$ cat config.mk
export PLATFORM = sky130hd
export DESIGN_NAME = ups_power_manager
export DESIGN_NICKNAME = d
export VERILOG_FILES = /design/src/rtl/ups_pkg.sv /design/src/rtl/ups_mains_debounce.sv /design/src/rtl/ups_power_manager.sv
export SDC_FILE = /design/constraint.sdc
export NUM_CORES = 1
export LEC_CHECK = 0
export CAP_MARGIN = 15
export CORE_ASPECT_RATIO = 0.8
export CORE_MARGIN = 4
export CORE_UTILIZATION = 40
export DETAILED_ROUTE_END_ITERATION = 7
export PLACE_DENSITY = 0.67
export SLEW_MARGIN = 20
export SYNTH_ARGS = -nofsm -noshare
export SYNTH_HDL_FRONTEND = slang
export SYNTH_SLANG_ARGS = --single-unit
$ cat constraint.sdc
create_clock -name clk_2 -period 1.8 [get_ports clk_2]
set_clock_uncertainty 0.05 [all_clocks]
set_input_delay 0.36 -clock clk_2 [delete_from_list [all_inputs] [get_ports clk_2]]
set_output_delay 0.36 -clock clk_2 [all_outputs]
set_load 0.01 [all_outputs]
$ cat src/rtl/ups_pkg.sv
// Shared types and default parameter values for the UPS power manager.
package ups_pkg;

    // Operating states; the numeric values are exported on state_dbg.
    typedef enum logic [2:0] {
        OFF       = 3'd0,
        MAINS     = 3'd1,
        BATTERY   = 3'd2,
        SHDN_WAIT = 3'd3
    } ups_state_t;

    localparam int N_OUT_DEF        = 3;
    localparam int BAT_W_DEF        = 4;
    localparam int TICK_DIV_DEF     = 4;
    localparam int LOW_THR_DEF      = 3;
    localparam int RESTART_THR_DEF  = 6;
    localparam int SHED_STEP_DEF    = 4;
    localparam int SHDN_TIMEOUT_DEF = 16;
    localparam int DEB_CYC_DEF      = 3;
    localparam int FAIL_W_DEF       = 4;

endpackage

$ cat src/rtl/ups_mains_debounce.sv
// Mains-sense conditioning: 2-flop synchroniser, optionally followed by a
// debounce filter. Build option: define UPS_DEBOUNCE_EN to enable the filter.
module ups_mains_debounce
    import ups_pkg::*;
#(
    parameter int DEB_CYC = DEB_CYC_DEF
) (
    input  logic clk_2,
    input  logic reset,
    input  logic mains_in,
    output logic mains_ok
);

    logic r_sync1;
    logic r_sync2;

    // Two-stage synchroniser for the asynchronous mains sense input.
    always_ff @(posedge clk_2 or posedge reset) begin
        if (reset) begin
            r_sync1 <= 1'b0;
            r_sync2 <= 1'b0;
        end else begin
            r_sync1 <= mains_in;
            r_sync2 <= r_sync1;
        end
    end

`ifdef UPS_DEBOUNCE_EN
    localparam int CNT_W = (DEB_CYC > 1) ? $clog2(DEB_CYC) : 1;
    localparam logic [CNT_W-1:0] CNT_LAST = CNT_W'(DEB_CYC - 1);

    logic             r_ok;
    logic [CNT_W-1:0] r_cnt;

    // Accept a new mains level only after DEB_CYC consecutive disagreeing cycles.
    always_ff @(posedge clk_2 or posedge reset) begin
        if (reset) begin
            r_ok  <= 1'b0;
            r_cnt <= '0;
        end else if (r_sync2 != r_ok) begin
            if (r_cnt == CNT_LAST) begin
                r_ok  <= r_sync2;
                r_cnt <= '0;
            end else begin
                r_cnt <= r_cnt + 1'b1;
            end
        end else begin
            r_cnt <= '0;
        end
    end

    assign mains_ok = r_ok;
`else
    // Without the filter the synchronised level is used directly; DEB_CYC
    // has no effect in this build.
    assign mains_ok = (DEB_CYC >= 0) ? r_sync2 : 1'b0;
`endif

endmodule

$ cat src/rtl/ups_power_manager.sv
// UPS power manager: battery charge tracking, mains/battery switching,
// prioritised outlet shedding and host shutdown handshake.
// Build option: UPS_DEBOUNCE_EN adds a debounce filter on the mains sense.
module ups_power_manager
    import ups_pkg::*;
#(
    parameter int N_OUT        = N_OUT_DEF,
    parameter int BAT_W        = BAT_W_DEF,
    parameter int TICK_DIV     = TICK_DIV_DEF,
    parameter int LOW_THR      = LOW_THR_DEF,
    parameter int RESTART_THR  = RESTART_THR_DEF,
    parameter int SHED_STEP    = SHED_STEP_DEF,
    parameter int SHDN_TIMEOUT = SHDN_TIMEOUT_DEF,
    parameter int DEB_CYC      = DEB_CYC_DEF,
    parameter int FAIL_W       = FAIL_W_DEF
) (
    input  logic              clk_2,
    input  logic              reset,
    input  logic              mains_in,
    input  logic              shutdown_ack,
    output logic [N_OUT-1:0]  power_out,
    output logic              on_battery,
    output logic              shutdown_req,
    output logic [BAT_W-1:0]  charge,
    output logic [FAIL_W-1:0] fail_count,
    output logic [2:0]        state_dbg
);

    localparam int PRE_W  = (TICK_DIV > 1) ? $clog2(TICK_DIV) : 1;
    localparam int WAIT_W = (SHDN_TIMEOUT > 1) ? $clog2(SHDN_TIMEOUT) : 1;
    localparam logic [PRE_W-1:0]  PRE_LAST  = PRE_W'(TICK_DIV - 1);
    localparam logic [WAIT_W-1:0] WAIT_LAST = WAIT_W'(SHDN_TIMEOUT - 1);
    // Charge comparisons are done one bit wider so +1 cannot wrap.
    localparam logic [BAT_W:0] BAT_MAX_X = {1'b0, {BAT_W{1'b1}}};
    localparam logic [BAT_W:0] LOW_X     = (BAT_W+1)'(LOW_THR);
    localparam logic [BAT_W:0] RESTART_X = (BAT_W+1)'(RESTART_THR);

    ups_state_t        r_state;
    ups_state_t        w_state_next;
    logic [BAT_W-1:0]  r_charge;
    logic [BAT_W-1:0]  w_charge_next;
    logic [FAIL_W-1:0] r_fail;
    logic [FAIL_W-1:0] w_fail_next;
    logic [PRE_W-1:0]  r_presc;
    logic [WAIT_W-1:0] r_wait;
    logic [WAIT_W-1:0] w_wait_next;
    logic              w_tick;
    logic              w_mains_ok;
    logic [BAT_W:0]    w_charge_x;
    logic [BAT_W:0]    w_charge_inc;
    logic [N_OUT-1:0]  w_shed;

    ups_mains_debounce #(
        .DEB_CYC (DEB_CYC)
    ) u_mains (
        .clk_2    (clk_2),
        .reset    (reset),
        .mains_in (mains_in),
        .mains_ok (w_mains_ok)
    );

    assign w_tick       = (r_presc == PRE_LAST);
    assign w_charge_x   = {1'b0, r_charge};
    assign w_charge_inc = w_charge_x + 1'b1;

    // Free-running charge-step prescaler.
    always_ff @(posedge clk_2 or posedge reset) begin
        if (reset) begin
            r_presc <= '0;
        end else if (w_tick) begin
            r_presc <= '0;
        end else begin
            r_presc <= r_presc + 1'b1;
        end
    end

    // Outlet i stays on battery while charge >= LOW_THR + i*SHED_STEP;
    // thresholds above the battery range can never be met.
    genvar gi;
    generate
        for (gi = 0; gi < N_OUT; gi++) begin : g_shed
            localparam int THR = LOW_THR + gi * SHED_STEP;
            if (THR <= (2 ** BAT_W) - 1) begin : g_reach
                assign w_shed[gi] = (w_charge_x >= (BAT_W+1)'(THR));
            end else begin : g_never
                assign w_shed[gi] = 1'b0;
            end
        end
    endgenerate

    // Charge step on each tick, chosen by the state before any transition.
    always_comb begin
        w_charge_next = r_charge;
        if (w_tick) begin
            case (r_state)
                OFF, MAINS: begin
                    if (w_mains_ok && (w_charge_inc <= BAT_MAX_X)) begin
                        w_charge_next = w_charge_inc[BAT_W-1:0];
                    end
                end
                BATTERY, SHDN_WAIT: begin
                    if (w_charge_x != '0) begin
                        w_charge_next = r_charge - 1'b1;
                    end
                end
                default: w_charge_next = r_charge;
            endcase
        end
    end

    // State register plus charge, failure count and shutdown wait counter.
    always_ff @(posedge clk_2 or posedge reset) begin
        if (reset) begin
            r_state  <= OFF;
            r_charge <= '0;
            r_fail   <= '0;
            r_wait   <= '0;
        end else begin
            r_state  <= w_state_next;
            r_charge <= w_charge_next;
            r_fail   <= w_fail_next;
            r_wait   <= w_wait_next;
        end
    end

    // Next-state logic and output decode.
    always_comb begin
        w_state_next = r_state;
        w_fail_next  = r_fail;
        w_wait_next  = '0;
        power_out    = '0;
        on_battery   = 1'b0;
        shutdown_req = 1'b0;
        case (r_state)
            OFF: begin
                if (w_mains_ok && (w_charge_x >= RESTART_X)) begin
                    w_state_next = MAINS;
                end
            end
            MAINS: begin
                power_out = '1;
                if (!w_mains_ok) begin
                    w_state_next = BATTERY;
                    if (r_fail != '1) begin
                        w_fail_next = r_fail + 1'b1;
                    end
                end
            end
            BATTERY: begin
                power_out  = w_shed;
                on_battery = 1'b1;
                // Mains returning takes priority over a low battery.
                if (w_mains_ok) begin
                    w_state_next = MAINS;
                end else if (w_charge_x < LOW_X) begin
                    w_state_next = SHDN_WAIT;
                end
            end
            SHDN_WAIT: begin
                power_out    = N_OUT'(1);
                on_battery   = 1'b1;
                shutdown_req = 1'b1;
                w_wait_next  = r_wait + 1'b1;
                // Once requested, shutdown always completes even if mains returns.
                if (shutdown_ack || (r_wait == WAIT_LAST)) begin
                    w_state_next = OFF;
                end
            end
            default: w_state_next = OFF;
        endcase
    end

    assign charge     = r_charge;
    assign fail_count = r_fail;
    assign state_dbg  = r_state;

endmodule
# Word level (Yosys, flattened, before mapping)
# Index checks and enable logic that the tools add are counted.
[word_totals]
out_inout_bits = 16
input_bits = 4
ff_bits = 19
word_cells = 56
[op_classes]
bitwise = 1
add_sub_neg = 5
order_cmp = 6
mux = 14
n_eq_ne = 12
n_reduce_logical = 11
[op_table]
columns = ["op", "n"]
rows = [
  ["$mux W3", 5],
  ["$mux W4", 3],
  ["$pmux W3 S4", 1],
  ["$pmux W3 S3", 1],
  ["$add A4 B1 Y4 const B", 2],
  ["$ge A4 B3 Y1 const B", 2],
  ["$ne A2 B2 Y1 const B", 4],
  ["$pmux W4 S2", 1],
  ["$reduce_and A4 Y1", 2],
  ["$eq A3 B2 Y1 const B", 2],
  ["$add A4 B1 Y5 const B", 1],
  ["$le A5 B4 Y1 const B", 1],
  ["$reduce_bool A5 Y1", 1],
  ["$eq A4 B4 Y1 const B", 1],
  ["$ge A4 B2 Y1 const B", 1],
  ["$ge A4 B4 Y1 const B", 1],
  ["$lt A4 B2 Y1 const B", 1],
  ["$ne A4 B4 Y1 const B", 1],
  ["$reduce_or A2 Y1", 2],
  ["$sub A4 B1 Y4 const B", 1],
  ["$eq A3 B1 Y1 const B", 1],
  ["$logic_not A3 Y1", 1],
  ["$ne A3 B2 Y1 const B", 1],
  ["$reduce_and A3 Y1", 1],
  ["9 further kinds", 11],
]

# Depth between registers and ports, before layout
# Gate-level depths: netlist of the first run.
[depth]
word_depth = 5
depth_mapped = 6
ltp_nobuf = 6

# Cells and area by module
# Synthesis of the first run repeated with hierarchy kept, for this count alone.
[hier_totals]
cells_unflattened = 89
hier_area_um2 = 1017.2
[modules_own_cells]
columns = ["mod", "n_inst", "area_each_um2", "cells_each", "seq_area_each_um2"]
rows = [
  ["ups_power_manager", 1, 963.4, 86, 400.4],
  ["ups_mains_debounce", 1, 53.8, 3, 50.0],
]

# Least setup slack after synthesis of the first run
# No wires, ideal clock.
[synth_path]
path_kind = "register to register"
from = "register r_charge[0], in the netlist charge[0]"
to = "register r_charge[0], in the netlist charge[0]"
path_buffers = 0
path_stages_with_launch = 7
setup_slack_ns = -0.040
setup_ns = 0.140
arrival_time_ns = 1.650
synth_period_minus_slack_ns = 1.840
required_time_ns = 1.610
path_cell_list = "dfrtp_1 -> inv_1 -> ha_1 -> nand2b_1 -> or4_4 -> o21ai_1 -> mux2i_1"
[synth_between]
elab_chain_len = 5
word_cells_on_any_way = 11
cone_classes = "add/sub (2); order compare (1); eq/ne (2); mux (3); reduce/logical (3)"
[synth_rtl]
columns = ["item", "line_no", "source"]
rows = [
  ["start: declaration", "ups_power_manager.sv:40", "logic [BAT_W-1:0] r_charge;"],
  ["start signal: assignment", "ups_power_manager.sv:120", "r_charge <= w_charge_next;"],
  ["$add A4 B1 Y5", "ups_power_manager.sv:64", "assign w_charge_inc = w_charge_x + 1'b1;"],
  ["$le A5 B4 Y1", "ups_power_manager.sv:97", "if (w_mains_ok && (w_charge_inc <= BAT_MAX_X)) begin"],
  ["$logic_and A1 B1 Y1", "ups_power_manager.sv:97", ""],
  ["$ne A2 B2 Y1 (no source line)", "--", ""],
  ["$reduce_and A4 Y1 (no source line)", "--", ""],
]
# Parallel ways exist; a longest one is shown, timed or not. The select of a mux whose other input is x is not followed.
# A chain may end at the register's enable or synchronous reset.

# Final worst setup path of the first run
[layout_path]
from = "register r_charge[1], in the netlist charge[1]"
to = "output port power_out[0]"
[layout_between]
elab_chain_len = 2
[layout_rtl]
columns = ["item", "line_no", "source"]
rows = [
  ["$ge A4 B2 Y1", "ups_power_manager.sv:84", "assign w_shed[gi] = (w_charge_x >= (BAT_W+1)'(THR));"],
  ["$pmux W3 S3", "ups_power_manager.sv:134", "case (r_state)"],
  ["end: declaration", "ups_power_manager.sv:21", "output logic [N_OUT-1:0] power_out,"],
]
# Every way passes these cells.

==> run_results.csv, run 1 <==
group,metric,value,unit
outcome,status,"finished, violations left",
outcome,failed_checks,"negative setup slack",
global_routing,grt_antenna_before_repair,0,
clock_network,cts_tree,"done",
sta,finalMaxSlewViolations,0,
routing,ant_nets,0,
critical_path,cp_max_fo,2,
finish,stdcell_count,157,
finish,final_util,64.8,%
sta,finalSetupViolations,6,
finish,n_antenna_cell,0,
critical_path,critPathBufInv,1,
sta,timing.final.crit_share,111,%
floorplanning,core_area,2230,sq um
floorplanning,start_util,43.8,%
pwr,powerDensity,1730,nW/um^2
synthesis,ys_seq_area_share,46.1,%
clock_network,clockBufferDepth,2,
placement,dp_hpwl,1680,microns
floorplanning,rows,15,
synthesis,synth_cell_types,37,
clock_network,root_buffer,"clkbuf_4",
sta,max_freq,0.502,GHz
synthesis,yosysWarnings,0,
synthesis,async_reset_ff_share,100,%
routing,viasPerCell,5.26,
finish,syn_to_final_growth,48.1,%
critical_path,cp_num_cells,4,
global_routing,grt_pass1_vias,810,
pwr,p_leak,0.702,nW
routing,drtPass1Iterations,4,
placement,place_congestion,0.897,
finish,drive_gt1_share,37.1,%
synthesis,synth.ff_latch_count,18,
critical_path,crit_arrival,1.58,ns
finish,fin_nets,145,
routing,routedWlPerCell,15.5,microns
synthesis,synth_edf_count,0,
sta,rsz0062_at_grt,"yes",
sta,fin_setup_tns,-0.525,ns
critical_path,required,1.39,ns
placement,port_buffers,18,
global_routing,grt_pass1_wl,3800,microns
global_routing,grt_usage,15.4,%
sta,hold_violations,0,
synthesis,synth_flop_cell,"dfrtp_1",
sta,min_period,1.99,ns
critical_path,critical_path.top_delay_family,"flip-flops",
routing,first_iter_violations,41,
clock_network,insertion_delay,0.30,ns
floorplanning,die_h,52.2,microns
sta,timing.hold.ws,0.244,ns
sta,fin_ws,-0.191,ns
synthesis,syn_nets,104,
clock_network,cts.sink_count,18,
pwr,fin_total_pwr,2.50,mW
pwr,ir_drop,792,uV
critical_path,max_stage_delay,0.44,ns
clock_network,cts_buffers,3,
synthesis,netlist_area,977,sq um
critical_path,crit_slowest_cell,"dfrtp_2",
routing,vias,826,
floorplanning,fp.dieArea,3300,sq um
global_routing,grt_overflow,0,
critical_path,worstSetupEndpointType,"output pin",
routing,wl,2440,microns
clock_network,cts.clk_slew.worst_paths,0.10,ns
critical_path,rr_worst_depth,7,
critical_path,cp-start-kind,"flip-flop",
floorplanning,io_pins,20,
critical_path,path_class,"flip-flop to output pin",
critical_path,crit_chain,"ha_4 > or3_4 > a21o_1 > buf_2",
routing,drc,0,
clock_network,htreeDepth,1,
synthesis,postSynthAreaPerCell,10.6,sq um
clock_network,holdBufCountCts,0,
placement,dpl.cell_count,147,
floorplanning,dieWidth,63.3,microns
hold_path,hp-class,"input pin to asynchronous set/reset pin",
global_routing,grt_max_degree,12,
job,cap_violations,0,
synthesis,synthCells,92,
[stage by stage]
step / area [sq um] / setup WS, ns
after floorplan: 980 / 0.0236
after global placement: 1290 / -0.200
after CTS: 1410 / -0.190
after global routing: 1450 / -0.241
final: 1450 / -0.191
after detailed placement: 1290 / -0.199
[layer usage]
metal	up-vias	wire [microns]	global-route usage, %
met3	6	118	4.29
met2	20	1150	22.2
met5	-	0	0
met4	0	51	7.89
li1	404	-	-
met1	396	1120	21.2
[where the power goes]
part / internal [mW] / switching (mW)
sequential: 0.536 / 0.136
combinational: 0.829 / 0.754
clock: 0.123 / 0.125
[sequential cells by signal (all words and copies together), names as in the netlist]
name and cells:
r_presc 2, fail_count 4, u_mains.r_sync1 1, u_mains.mains_ok 1
r_wait 4, charge 4, state_dbg 2
[worst paths after layout]
path | start | end | slack (ns)
min in group clk_2 | u_mains.r_sync1 | u_mains.mains_ok | 0.31
max reg2reg | charge[1] | charge[0] | -0.09
max | charge[1] | power_out[0] | -0.19
min reg2reg | u_mains.r_sync1 | u_mains.mains_ok | 0.31
min | reset | fail_count[3] | 0.24
max in group asynchronous | reset | charge[2] | 1.06
[area by class of cell]
type | instances | area (sq um)
fill | 188 | 786
multi-input combinational | 64 | 568
sequential | 18 | 455
timing repair buffer | 40 | 332
clock buffer | 4 | 36.3
tap | 25 | 31.3
inverter | 6 | 25.0
[synth_stat cells, types with 2 or more instances]
cell type	n	area, sq um
buf_4	2	15.0
o21ai_1	5	25.0
nand2_1	4	15.0
mux2_1	2	22.5
nand2b_1	4	25.0
inv_1	5	18.8
ha_1	8	100
nor2_1	8	30.0
and3_1	2	12.5
xor2_1	2	17.5
a21oi_1	3	15.0
xnor2_1	5	43.8
dfrtp_1	18	450
[cell usage in the layout (no fill, tap or decap), types with 2 or more instances in the layout]
master           instances
clkbuf_4                 3
buf_4                   22
nand2b_1                 3
nor2_1                   8
o21ai_1                  4
a21oi_1                  2
dfrtp_2                  4
dlygate4sd2_1            5
nand2_1                  3
buf_2                    3
dfrtp_1                 14
xor2_1                   2
dlymetal6s2s_1           3
and3_1                   2
clkdlybuf4s50_1          7
inv_2                    2
inv_1                    3
ha_1                     5
xnor2_1                  5
mux2_1                   2
ha_4                     3
[repair_timing]
| action | CTS | global route |
|---|---|---|
| resized for setup | 31 | 9 |
| setup buffers | 6 | 2 |
| pin swaps | 8 | 5 |
| setup endpoints to repair | 11 | 11 |
[cells by family after synthesis]
| group | synth area share [%] |
|---|---|
| AOI/OAI and AO/OA | 14.7 |
| xor gates and xnor gates | 6.27 |
| adders and majority gates | 10.2 |
| buffers and inverters | 4.74 |
| DFF | 46.1 |
| muxes | 3.33 |
| other | 0.384 |
| and+or+nand+nor | 14.2 |
Power figures use the tool's default switching activity.
==> run 2: changes to the inputs <==
--- a/config.mk
+++ b/config.mk
@@ -7,7 +7,6 @@
 export LEC_CHECK = 0
 export CAP_MARGIN = 15
 export CORE_ASPECT_RATIO = 0.8
-export CORE_MARGIN = 4
 export CORE_UTILIZATION = 40
 export DETAILED_ROUTE_END_ITERATION = 7
 export PLACE_DENSITY = 0.67
==> run 2 against run 1 <==
  * The run ends with design-rule violations, negative setup slack left
  * First-iteration DRC count fell by 27%
  * Global-route usage up 3.0 points
  * Fmax is 0.13% lower
  * Cell count grew 0.64%
  * Register-to-register slack got worse by 0.08 ns
  * Total power fell by 3.0%
  * Critical path type unchanged
==> run_results.csv, run 2 (synthesized netlist as in run 1, its figures left out) <==
group,metric,value,unit
outcome,status,"finished, violations left",
outcome,failed_checks,"design-rule violations, negative setup slack",
global_routing,grt_max_degree,11,
clock_network,cts.clk_slew.worst_paths,0.11,ns
routing,ant_nets,0,
routing,wl,2150,microns
routing,viasPerCell,5.20,
finish,final_util,63.6,%
sta,hold_violations,0,
finish,final_cell_area,1420,sq um
placement,dp_hpwl,1540,microns
routing,vias,821,
pwr,ir_drop,768,uV
sta,min_period,1.99,ns
finish,syn_to_final_growth,45.5,%
finish,n_antenna_cell,0,
job,cap_violations,0,
routing,first_iter_violations,30,
floorplanning,core_area,2230,sq um
floorplanning,rows,15,
sta,timing.hold.ws,0.240,ns
floorplanning,die_h,46.2,microns
sta,finalSetupViolations,7,
floorplanning,dieWidth,57.3,microns
sta,finalMaxSlewViolations,0,
global_routing,grt_overflow,0,
clock_network,cts.sink_count,18,
placement,postPlaceCellArea,1300,sq um
sta,fin_ws,-0.194,ns
floorplanning,io_pins,20,
pwr,intPower,1.47,mW
critical_path,crit_arrival,1.58,ns
placement,dpl.cell_count,149,
routing,drtPass1Iterations,6,
critical_path,cp-start-kind,"flip-flop",
pwr,power.switching,954,uW
critical_path,reg2reg_slack,-0.17,ns
finish,stdcell_count,158,
clock_network,root_buffer,"clkbuf_4",
pwr,p_seq_share,27.5,%
critical_path,worstSetupEndpointType,"output pin",
placement,port_buffers,18,
pwr,p_leak,0.697,nW
clock_network,clockBufferDepth,2,
routing,routedWlPerCell,13.6,microns
pwr,clockPowerShare,10.3,%
floorplanning,fp.dieArea,2650,sq um
global_routing,grt_pass1_wl,3480,microns
global_routing,grt_usage,18.4,%
floorplanning,start_util,43.8,%
finish,layout_commonest_cell,"buf_4",
clock_network,htreeDepth,1,
pwr,comb_power_share,62.2,%
critical_path,cp_max_fo,2,
routing,drc,4,
sta,rsz0062_at_grt,"yes",
sta,timing.final.crit_share,111,%
critical_path,path_class,"flip-flop to output pin",
pwr,fin_total_pwr,2.43,mW
hold_path,hp-class,"input pin to asynchronous set/reset pin",
sta,fin_setup_tns,-0.916,ns
placement,place_congestion,0.802,
global_routing,grt_antenna_before_repair,0,
pwr,p_sw_share,39.3,%
critical_path,required,1.39,ns
finish,drive_gt1_share,33.1,%
placement,post-place-ws,-0.220,ns
finish,layout_common_cells,"23 x buf_4, 16 x dfrtp_1, 8 x nor2_1, 8 x clkdlybuf4s50_1, 6 x ha_1",
finish,fin_nets,146,
clock_network,cts_buffers,3,
global_routing,grt_pass1_vias,798,
clock_network,insertion_delay,0.30,ns
clock_network,cts_tree,"done",
clock_network,holdBufCountCts,0,
sta,max_freq,0.501,GHz
pwr,powerDensity,1710,nW/um^2
## run 2: final cells by class
cell class	count	area, sq um
Fill cell	187	812
Multi-Input combinational cell	64	541
Clock buffer	4	36.3
Inverter	6	22.5
Tap cell	25	31.3
Sequential cell	18	453
Timing Repair Buffer	41	338
## run 2: layer usage
| layer | share of wire [%] | global-route usage (%) | wire length (microns) |
|---|---|---|---|
| met1 | 49 | 24.0 | 1050 |
| met3 | 4.5 | 5.62 | 96 |
| met5 | 0 | 0 | 0 |
| met2 | 44 | 27.3 | 939 |
| met4 | 3.3 | 10.7 | 71 |
## run 2: path summary, 6_finish.rpt
check,startpoint,endpoint,cells after the start
max,charge[0],power_out[0],4
min,reset,charge[1],2
max reg2reg,charge[0],charge[2],7
min reg2reg,u_mains.r_sync1,u_mains.mains_ok,0
max in group asynchronous,reset,charge[2],3
min in group clk_2,u_mains.r_sync1,u_mains.mains_ok,0
## run 2: critical path, cell delays in order (launching register included)
cell and delay, ns:
dfrtp_2 0.45, ha_4 0.17, or3_4 0.38, a21o_1 0.15, buf_2 0.13
## run 2: power groups by stage
stage / clock, mW / combinational (mW) / sequential, mW
finish: 0.251 / 1.51 / 0.668
global route: 0.272 / 1.63 / 0.687
CTS: 0.260 / 1.43 / 0.655
detailed placement: 0 / 1.40 / 0.652
global placement: 0 / 1.38 / 0.647
floorplan: 0 / 0.578 / 0.742
## run 2: timing repair
action,CTS,global route
gates resized for setup,24,6
pin swaps,4,2
setup buffers,3,2
endpoints found under the setup margin,8,11
